$ cat src/rtl/shift_pkg.sv
// Shared definitions for the shift decode/issue stage.
//   - shifter control (aluc) encodings
//   - MIPS R-type opcode and shift funct codes
//   - shift_op_t: the operand bundle handed to the barrel shifter
package shift_pkg;

    // Shifter control: bit 1 = logical, bit 0 = left
    localparam logic [1:0] ALUC_SRA = 2'b00;
    localparam logic [1:0] ALUC_SLA = 2'b01;
    localparam logic [1:0] ALUC_SRL = 2'b10;
    localparam logic [1:0] ALUC_SLL = 2'b11;

    localparam logic [5:0] OPC_RTYPE  = 6'b000000;

    localparam logic [5:0] FUNCT_SLL  = 6'b000000;
    localparam logic [5:0] FUNCT_SRL  = 6'b000010;
    localparam logic [5:0] FUNCT_SRA  = 6'b000011;
    localparam logic [5:0] FUNCT_SLLV = 6'b000100;
    localparam logic [5:0] FUNCT_SRLV = 6'b000110;
    localparam logic [5:0] FUNCT_SRAV = 6'b000111;

    typedef struct packed {
        logic [31:0] a;
        logic [4:0]  b;
        logic [1:0]  aluc;
        logic [4:0]  rd;
    } shift_op_t;

    // Value the output register takes on reset
    localparam shift_op_t OP_RESET = '{a: 32'h0, b: 5'h0, aluc: ALUC_SLL, rd: 5'h0};

endpackage

$ cat src/rtl/shift_decode.sv
// Combinational decoder for R-type shift instructions.
// Ports:
//   instr  [31:0] in  : MIPS instruction word
//   rs_val [31:0] in  : value of register rs (only [4:0] used, as variable shift amount)
//   rt_val [31:0] in  : value of register rt (data to shift)
//   op            out : decoded shifter operands (a, b, aluc, rd)
//   legal         out : instruction is one of sll/srl/sra/sllv/srlv/srav
module shift_decode
    import shift_pkg::*;
(
    input  logic [31:0] instr,
    input  logic [31:0] rs_val,
    input  logic [31:0] rt_val,
    output shift_op_t   op,
    output logic        legal
);

    // rs/rt register fields and upper rs_val bits are not needed here
    logic unused_bits;
    assign unused_bits = ^{rs_val[31:5], instr[25:16]};

    always_comb begin
        op.a    = rt_val;
        op.rd   = instr[15:11];
        op.b    = instr[10:6];
        op.aluc = ALUC_SLL;
        legal   = 1'b0;
        if (instr[31:26] == OPC_RTYPE) begin
            case (instr[5:0])
                FUNCT_SLL: begin
                    legal   = 1'b1;
                    op.aluc = ALUC_SLL;
                end
                FUNCT_SRL: begin
                    legal   = 1'b1;
                    op.aluc = ALUC_SRL;
                end
                FUNCT_SRA: begin
                    legal   = 1'b1;
                    op.aluc = ALUC_SRA;
                end
                FUNCT_SLLV: begin
                    legal   = 1'b1;
                    op.aluc = ALUC_SLL;
                    op.b    = rs_val[4:0];
                end
                FUNCT_SRLV: begin
                    legal   = 1'b1;
                    op.aluc = ALUC_SRL;
                    op.b    = rs_val[4:0];
                end
                FUNCT_SRAV: begin
                    legal   = 1'b1;
                    op.aluc = ALUC_SRA;
                    op.b    = rs_val[4:0];
                end
                default: ;
            endcase
        end
    end

endmodule

$ cat src/rtl/shift_decode_stage.sv
// Decode/issue stage in front of the 32-bit barrel shifter.
// Legal shift instructions are decoded into shifter operands and passed through a
// 2-entry skid buffer (main + skid); illegal instructions are consumed and counted.
// Ports:
//   clk, rst_n              : clock, async active-low reset
//   flush                   : synchronous kill of all buffered entries
//   in_valid / in_ready     : upstream handshake (in_ready is a flop output)
//   instr, rs_val, rt_val   : instruction and register operands
//   out_valid / out_ready   : downstream handshake
//   out_a, out_b, out_aluc, out_rd : shifter operands from the main register
//   illegal_pulse           : one-cycle pulse after an illegal instruction is consumed
//   illegal_cnt             : saturating illegal-instruction count
module shift_decode_stage
    import shift_pkg::*;
#(
    parameter int unsigned ILL_CNT_W = 8
) (
    input  logic                 clk,
    input  logic                 rst_n,
    input  logic                 flush,
    input  logic                 in_valid,
    output logic                 in_ready,
    input  logic [31:0]          instr,
    input  logic [31:0]          rs_val,
    input  logic [31:0]          rt_val,
    output logic                 out_valid,
    input  logic                 out_ready,
    output logic [31:0]          out_a,
    output logic [4:0]           out_b,
    output logic [1:0]           out_aluc,
    output logic [4:0]           out_rd,
    output logic                 illegal_pulse,
    output logic [ILL_CNT_W-1:0] illegal_cnt
);

    shift_op_t dec_op;
    logic      dec_legal;

    shift_decode u_decode (
        .instr  (instr),
        .rs_val (rs_val),
        .rt_val (rt_val),
        .op     (dec_op),
        .legal  (dec_legal)
    );

    logic                 main_valid_q, main_valid_d;
    shift_op_t            main_op_q, main_op_d;
    logic                 skid_valid_q, skid_valid_d;
    shift_op_t            skid_op_q, skid_op_d;
    logic                 ill_pulse_q;
    logic [ILL_CNT_W-1:0] ill_cnt_q, ill_cnt_d;

    logic accept, acc_legal, acc_illegal, emit;

    // in_ready comes straight from the skid flop: no path from out_ready
    assign in_ready    = ~skid_valid_q;
    assign accept      = in_valid & in_ready;
    assign acc_legal   = accept & dec_legal;
    assign acc_illegal = accept & ~dec_legal;
    assign emit        = main_valid_q & out_ready;

    always_comb begin
        main_valid_d = main_valid_q;
        main_op_d    = main_op_q;
        skid_valid_d = skid_valid_q;
        skid_op_d    = skid_op_q;
        if (flush) begin
            // Data is left in place; only the valids are killed
            main_valid_d = 1'b0;
            skid_valid_d = 1'b0;
        end else if (!main_valid_q || emit) begin
            // Main is free this edge: refill from skid first to keep FIFO order.
            // A full skid implies in_ready=0, so no accept competes with it.
            if (skid_valid_q) begin
                main_valid_d = 1'b1;
                main_op_d    = skid_op_q;
                skid_valid_d = 1'b0;
            end else begin
                main_valid_d = acc_legal;
                if (acc_legal) begin
                    main_op_d = dec_op;
                end
            end
        end else if (acc_legal) begin
            // Main is stalled; skid is known empty because we accepted
            skid_valid_d = 1'b1;
            skid_op_d    = dec_op;
        end
    end

    always_comb begin
        ill_cnt_d = ill_cnt_q;
        if (acc_illegal && (ill_cnt_q != {ILL_CNT_W{1'b1}})) begin
            ill_cnt_d = ill_cnt_q + ILL_CNT_W'(1);
        end
    end

    always_ff @(posedge clk or negedge rst_n) begin
        if (!rst_n) begin
            main_valid_q <= 1'b0;
            main_op_q    <= OP_RESET;
            skid_valid_q <= 1'b0;
            skid_op_q    <= OP_RESET;
            ill_pulse_q  <= 1'b0;
            ill_cnt_q    <= '0;
        end else begin
            main_valid_q <= main_valid_d;
            main_op_q    <= main_op_d;
            skid_valid_q <= skid_valid_d;
            skid_op_q    <= skid_op_d;
            ill_pulse_q  <= acc_illegal;
            ill_cnt_q    <= ill_cnt_d;
        end
    end

    assign out_valid     = main_valid_q;
    assign out_a         = main_op_q.a;
    assign out_b         = main_op_q.b;
    assign out_aluc      = main_op_q.aluc;
    assign out_rd        = main_op_q.rd;
    assign illegal_pulse = ill_pulse_q;
    assign illegal_cnt   = ill_cnt_q;

endmodule

$ cat config.mk
export PLATFORM = sky130hd
export DESIGN_NAME = shift_decode_stage
export DESIGN_NICKNAME = d
export VERILOG_FILES = /design/src/rtl/shift_pkg.sv /design/src/rtl/shift_decode.sv /design/src/rtl/shift_decode_stage.sv
export SDC_FILE = /design/constraint.sdc
export NUM_CORES = 1
export LEC_CHECK = 0
export CAP_MARGIN = 15
export CORE_MARGIN = 2
export CORE_UTILIZATION = 40
export CTS_CLUSTER_DIAMETER = 30
export DETAILED_ROUTE_END_ITERATION = 12
export PLACE_DENSITY = 0.72
export SKIP_LAST_GASP = 1
export SLEW_MARGIN = 10
export SYNTH_ARGS = -nofsm -noshare
export SYNTH_HDL_FRONTEND = slang
export SYNTH_SLANG_ARGS = --single-unit
$ cat constraint.sdc
create_clock -name clk -period 1.7 [get_ports clk]
set_input_delay 0.17 -clock clk [delete_from_list [all_inputs] [get_ports clk]]
set_output_delay 0.17 -clock clk [all_outputs]
set_load 0.1 [all_outputs]
* After elaboration in Yosys (flattened, before gate mapping)
Index checks and enable logic that the tools add are counted.
Widths: inputs -> output; s select.
** Word-level totals
- Register bits after elaboration :: 99
- Input port bits :: 101
- Output and inout port bits :: 55
- Word-level logic and storage cells :: 54
** Cells by class
- Add/subtract/negate cells :: 1
- Eq/ne operators :: 6
- Muxes and demuxes :: 13
- Bitwise logic cells :: 8
- Reduce and logical (&&, ||, !) cells :: 14
** Operator list (count)
- $mux 44 :: 2
- $eq 6x3->1 const B :: 3
- $eq 6x2->1 const B :: 2
- $logic_not 6->1 :: 2
- $add 8x1->8 const B :: 1
- $mux 1 :: 8
- $ne 8x8->1 const B :: 1
- $mux 7 :: 1
- $reduce_and 3->1 :: 2
- $reduce_or 6->1 :: 1
- $mux 5 :: 1
- $and 1x1->1 :: 4
- $not 1->1 :: 4
- $pmux 2 s2 :: 1
- $reduce_bool 2->1 :: 2
- $reduce_or 2->1 :: 2
- $reduce_bool 3->1 :: 1
- $reduce_or 3->1 :: 1
- $logic_and 1x1->1 :: 1
- $logic_not 1->1 :: 1
- $logic_or 1x1->1 :: 1

* Depth between registers and ports, before layout
- Depth after elaboration :: 8
- Mapped depth :: 7
- Depth with buffers taken out :: 6

* Modules after synthesis
From an unflattened synthesis, not the netlist that was laid out.
** Second synthesis, totals
- Cell total of the unflattened synthesis :: 336
- Area total of the unflattened synthesis :: 4765.8 um^2
** Modules (own cells, without submodules)
- shift_decode_stage :: instances 1, cells each 284, area each 4345.4 um^2, seq. area each 2482.4 um^2
- shift_decode :: instances 1, cells each 52, area each 420.4 um^2, seq. area each 0.0 um^2

* Worst setup path after synthesis
Ideal clock, no wire load.
- Kind :: register to register
- From :: register main_valid_q (netlist: out_valid)
- To :: register skid_op_q[0] (netlist bit)
- Setup time :: 0.128 ns
- Arrival :: 2.063 ns
- Data required time :: 1.572 ns
- Slack :: -0.491 ns
- Cell stages (with the launch flop) :: 7
- Buffers on the path :: 2
- Clock period less this slack :: 2.191 ns
- Cells stage by stage :: dfrtp_1 nand2b_1 inv_1 nor4bb_1 clkbuf_1 buf_2 mux2_1
** On the way
- Longest elaborated chain between the ends :: 4
- Elaborated cells on any way between the ends :: 5
- Classes of those cells :: bitwise: 2; reduce/logical: 3
** Ends and longest elaborated chain
- start: declaration :: line shift_decode_stage.sv:47 : logic main_valid_q, main_valid_d;
- start signal: assignment :: line shift_decode_stage.sv:108 : main_valid_q <= main_valid_d;
- $and 1x1->1 or $logic_not 1->1 (tied branches) :: line shift_decode_stage.sv:61, shift_decode_stage.sv:72
- $logic_or 1x1->1 (*) :: line shift_decode_stage.sv:72 : end else if (!main_valid_q || emit) begin
- $not 1->1 (no line) (*)
- $reduce_and 3->1 (no line) (*)
- end signal: assignment :: line shift_decode_stage.sv:111 : skid_op_q <= skid_op_d;
- end: declaration :: line shift_decode_stage.sv:50 : shift_op_t skid_op_q, skid_op_d;
Mark *: on every way between the ends. The rest lies on a longest branch, timed or not.
A chain may end at the register's enable or synchronous reset.

* Worst setup path after layout
- From :: register skid_valid_q
- To :: register skid_op_q[35] (netlist bit)
** On the way
- Longest elaborated chain between the ends :: 4
** Ends and longest elaborated chain
- start: declaration :: line shift_decode_stage.sv:49 : logic skid_valid_q, skid_valid_d;
- start signal: assignment :: line shift_decode_stage.sv:110 : skid_valid_q <= skid_valid_d;
- $not 1->1 :: line shift_decode_stage.sv:57 : assign in_ready = ~skid_valid_q;
- $and 1x1->1 :: line shift_decode_stage.sv:58 : assign accept = in_valid & in_ready;
- $and 1x1->1 :: line shift_decode_stage.sv:59 : assign acc_legal = accept & dec_legal;
- $reduce_and 3->1 (no line)
No other way between the ends.

==> key figures <==
Logic synthesis
  – Number of synthesized register bits: 99
  – List of most frequent post-synthesis cells: 95 x dfrtp_1, 42 x mux2_1, 39 x mux2_4, 37 x mux2_2, 21 x mux2i_1
  – Post-Synthesis Cell Area: 4630 sq um
  – Avg Cell Area, Syn: between 10 and 15 sq um
  – Largest cells by area after synthesis: dfrtp_1 51%, mux2_4 13%, mux2_1 10%, mux2_2 9.0%, mux2i_1 4.5%
  – Yosys top cell by area: dfrtp_1
  – Most frequent cell after synthesis: dfrtp_1
  – Post-synth cell types: 32
  – Cells after Synth: about 320
  – Post-synth ARST share: 100%
  – Sequential element share of the synthesized area: 53.6%
  – Post-synth EDFFs: 0
  – Synth warn: 0
  – Share of the synthesized area in the top cell type: 51.3%
  – Ys flop type: dfrtp_1
  – Syn_nets: 420

Timing
  – F_max: 0.576 GHz
  – RSZ-0062 raised after global routing: yes
  – Tmin final: 1.74 ns
  – Layout Skew: 0.00581 ns
  – Setup TNS Final: -0.632 ns
  – Slew Viols, Final: 0
  – Final hold vios: 0
  – Slew HR: 64.2%
  – PnR worst setup slack: -0.0356 ns
  – Final setup viols: 37
  – Worst slew pin tran: 0.537 ns
  – Period utilization: 102%

Cells and area
  – Area growth syn-to-layout: 48.2%
  – Ant. Diodes: 0
  – Fin util: about three fifths
  – Finished Layout Cells: 618
  – Final #Nets: 572
  – Cell area after layout: 6860 sq um
  – Share of cells above drive strength 1: between 50 and 60%

Power
  – Overall power: approximately 6 mW
  – Pwr/cell area: about 900 nW/um^2
  – Leakage power: 3.47 nW
  – Worst IR Drop VDD: 0.972 mV

Routing
  – Vias per cell: approximately 5
  – Final ANT Viol Nets: 0
  – Mean routed wirelength per cell: roughly 17 um
  – Met2 WL: 5320 um
  – DRT Pass-1 Iters: 4
  – Vias: 3100
  – Met1 wire length: 4690 um
  – Final WL: 10800 um
  – Met3 wire length: 530 um
  – Detailed Route Iter0 Violations: between 100 and 150
  – Uppermost layer routed: met4
  – Residual DRC count: 0

Critical path
  – Highest-delay cell along the critical path: dfrtp_2
  – Max FO, Critical Path: 6
  – CP Class: flip-flop to flip-flop
  – Crit path launch type: flip-flop
  – Arrival time worst endpoint: around 2.0 ns
  – Cell Chain, Critical Path: nand2b_4 -> nor4bb_4 -> buf_6 -> buf_12 -> buf_12 -> mux2_4
  – Buffers and inverters on the worst path: 3
  – Kind of cell adding the most delay to the critical path: simple AND/OR/NAND/NOR gates
  – Data required, critical path: 1.93 ns
  – CP Capture Type: flip-flop
  – Max stage delay on crit path: ~0.43 ns
  – Worst path most repeated cell: buf_12

Worst hold path
  – Worst Hold Class: input port to flip-flop

CTS
  – CTS H-Tree Depth: 3
  – Clock latency on the worst-skew pair: 0.34 ns
  – Clk slew on worst S/H paths: around 0.070 ns
  – CTS tree: done
  – CTS Root Cell: clkbuf_16
  – TritonCTS Sinks: 99
  – Worst-case clock buffer depth: 2
  – TritonCTS Buffers: 9

Floorplan
  – Row cnt: 39
  – Die width: 112 um
  – Chip Height: around 110 um
  – Initial Util: 40.7%
  – Die footprint: 12500 sq um
  – # IOs: 156
  – Core Area: 11400 sq um

Placed design
  – RD Place Congestion: 0.874
  – Post-place instance area: between 6000 and 7000 sq um
  – Port bufs: 118
  – Post-DP HPWL: 6790 um
  – Post-placement cell count: 589

Global route
  – First-pass GRT wire length: 17400 um
  – Vias in the first global route: between 3000 and 4000
  – Antenna violations before repair: 0
  – GRT Util Overall: 17.6%
  – Total grt overflow: 0
  – Largest net degree at the start of global routing: 100

Status
  – Status: finished with violations
  – Failing checks: setup timing

Run
  – Max-Cap Viols: 0
worst paths after layout:
kind	slack, ns	endpoint	from	depth (start not counted)
min in group asynchronous	0.42	skid_op_q[7]$_DFFE_PN0P_	rst_n	3
worst max register to register	-0.04	skid_op_q[35]$_DFFE_PN0P_	skid_valid_q$_DFFE_PN0P_	6
worst min register to register	0.48	skid_op_q[13]$_DFFE_PN0P_	skid_op_q[13]$_DFFE_PN0P_	1
worst min-delay path	0.21	illegal_pulse$_DFF_PN0_	instr[27]	3
worst max-delay path	-0.04	skid_op_q[35]$_DFFE_PN0P_	skid_valid_q$_DFFE_PN0P_	6
max in group asynchronous	0.81	illegal_cnt[0]$_DFFE_PN0P_	rst_n	3
placed cells by master, fill, tap and decap left out, types with 2 or more instances in the layout:
master / netlist / layout
buf_12: 0 / 20
mux2_2: 37 / 37
nor2_1: 10 / 9
dlygate4sd2_1: 0 / 3
xnor2_1: 4 / 4
mux2_4: 39 / 64
mux2i_1: 21 / 21
a21oi_1: 7 / 7
clkbuf_16: 0 / 12
nand2_1: 10 / 10
clkdlybuf4s50_1: 0 / 51
dfrtp_4: 0 / 3
buf_4: 0 / 66
and3_1: 3 / 3
nand4_1: 2 / 2
nand3_1: 3 / 3
buf_6: 5 / 6
dfrtp_1: 95 / 85
clkdlybuf4s15_1: 0 / 2
mux2_1: 42 / 17
clkbuf_2: 0 / 3
dfrtp_2: 0 / 7
nand2b_4: 0 / 3
dfstp_2: 4 / 4
xor2_1: 3 / 3
inv_1: 4 / 2
nor3_1: 3 / 2
dlymetal6s2s_1: 0 / 2
clkbuf_1: 6 / 4
logic make-up after synthesis:
logic type               count (synthesis)  share of synthesized area, %
AO/OA/AOI/OAI                           11                          1.32
XOR/XNOR                                 7                          1.32
adder cells (fa/ha/maj)                  1                         0.270
buffers and inverters                   21                          2.65
flip-flops                              99                          53.6
multiplexers                           139                          36.4
AND/OR/NAND/NOR                         40                          4.43
through the flow:
stage	hold WS (ns)	setup WS (ns)
3_5_place_dp	0.277	-0.729
5_1_grt	0.228	-0.0832
3_3_place_gp	0.275	-0.710
2_1_floorplan	-0.126	-0.119
4_1_cts	0.341	-0.0712
6_report	0.212	-0.0356
flip-flops by register name (all words and copies together) (netlist names):
register       count
illegal_pulse      1
out_valid          1
skid_valid_q       1
illegal_cnt        8
out_b              5
out_a             32
out_aluc           2
skid_op_q         44
out_rd             5
where the power goes:
group          internal (mW)  switching [mW]  total [mW]  leakage [nW]
Combinational          0.587           0.856        1.44          1.99
Clock                   1.18           0.863        2.05         0.141
Sequential              2.47           0.154        2.62          1.34
Total                   4.24            1.87        6.11          3.47
worst reg2reg max path, cell delays in order, from the launching register on:
cell,delay [ns]
dfrtp_2,0.43
nand2b_4,0.16
nor4bb_4,0.33
buf_6,0.17
buf_12,0.11
buf_12,0.12
mux2_4,0.31
layer usage:
| metal | vias up | GRT usage, % |
|---|---|---|
| li1 | 1443 | - |
| met3 | 17 | 4.46 |
| met2 | 74 | 28.6 |
| met1 | 1566 | 22.6 |
| met5 | - | 0 |
| met4 | 0 | 7.16 |
final cells by class:
class                      count  area [sq um]
clock buffer                  14           254
clock inverter                 2          35.0
fill                         895          4510
inverter                       4          18.8
multi-input combinational    198          2200
sequential                    99          2500
tap                          143           179
timing repair buffer         158          1670
what timing repair did:
action / 4_1_cts / 5_1_grt
resized for setup: 50 / 18
endpoints found under the hold margin: 95 / 0
setup endpoints to repair: 89 / 92
gates cloned: 3 / 3
pin swaps: 5 / 5
setup buffers: 4 / 5
hold buffers: 1 / 0
Power figures use the tool's default switching activity.
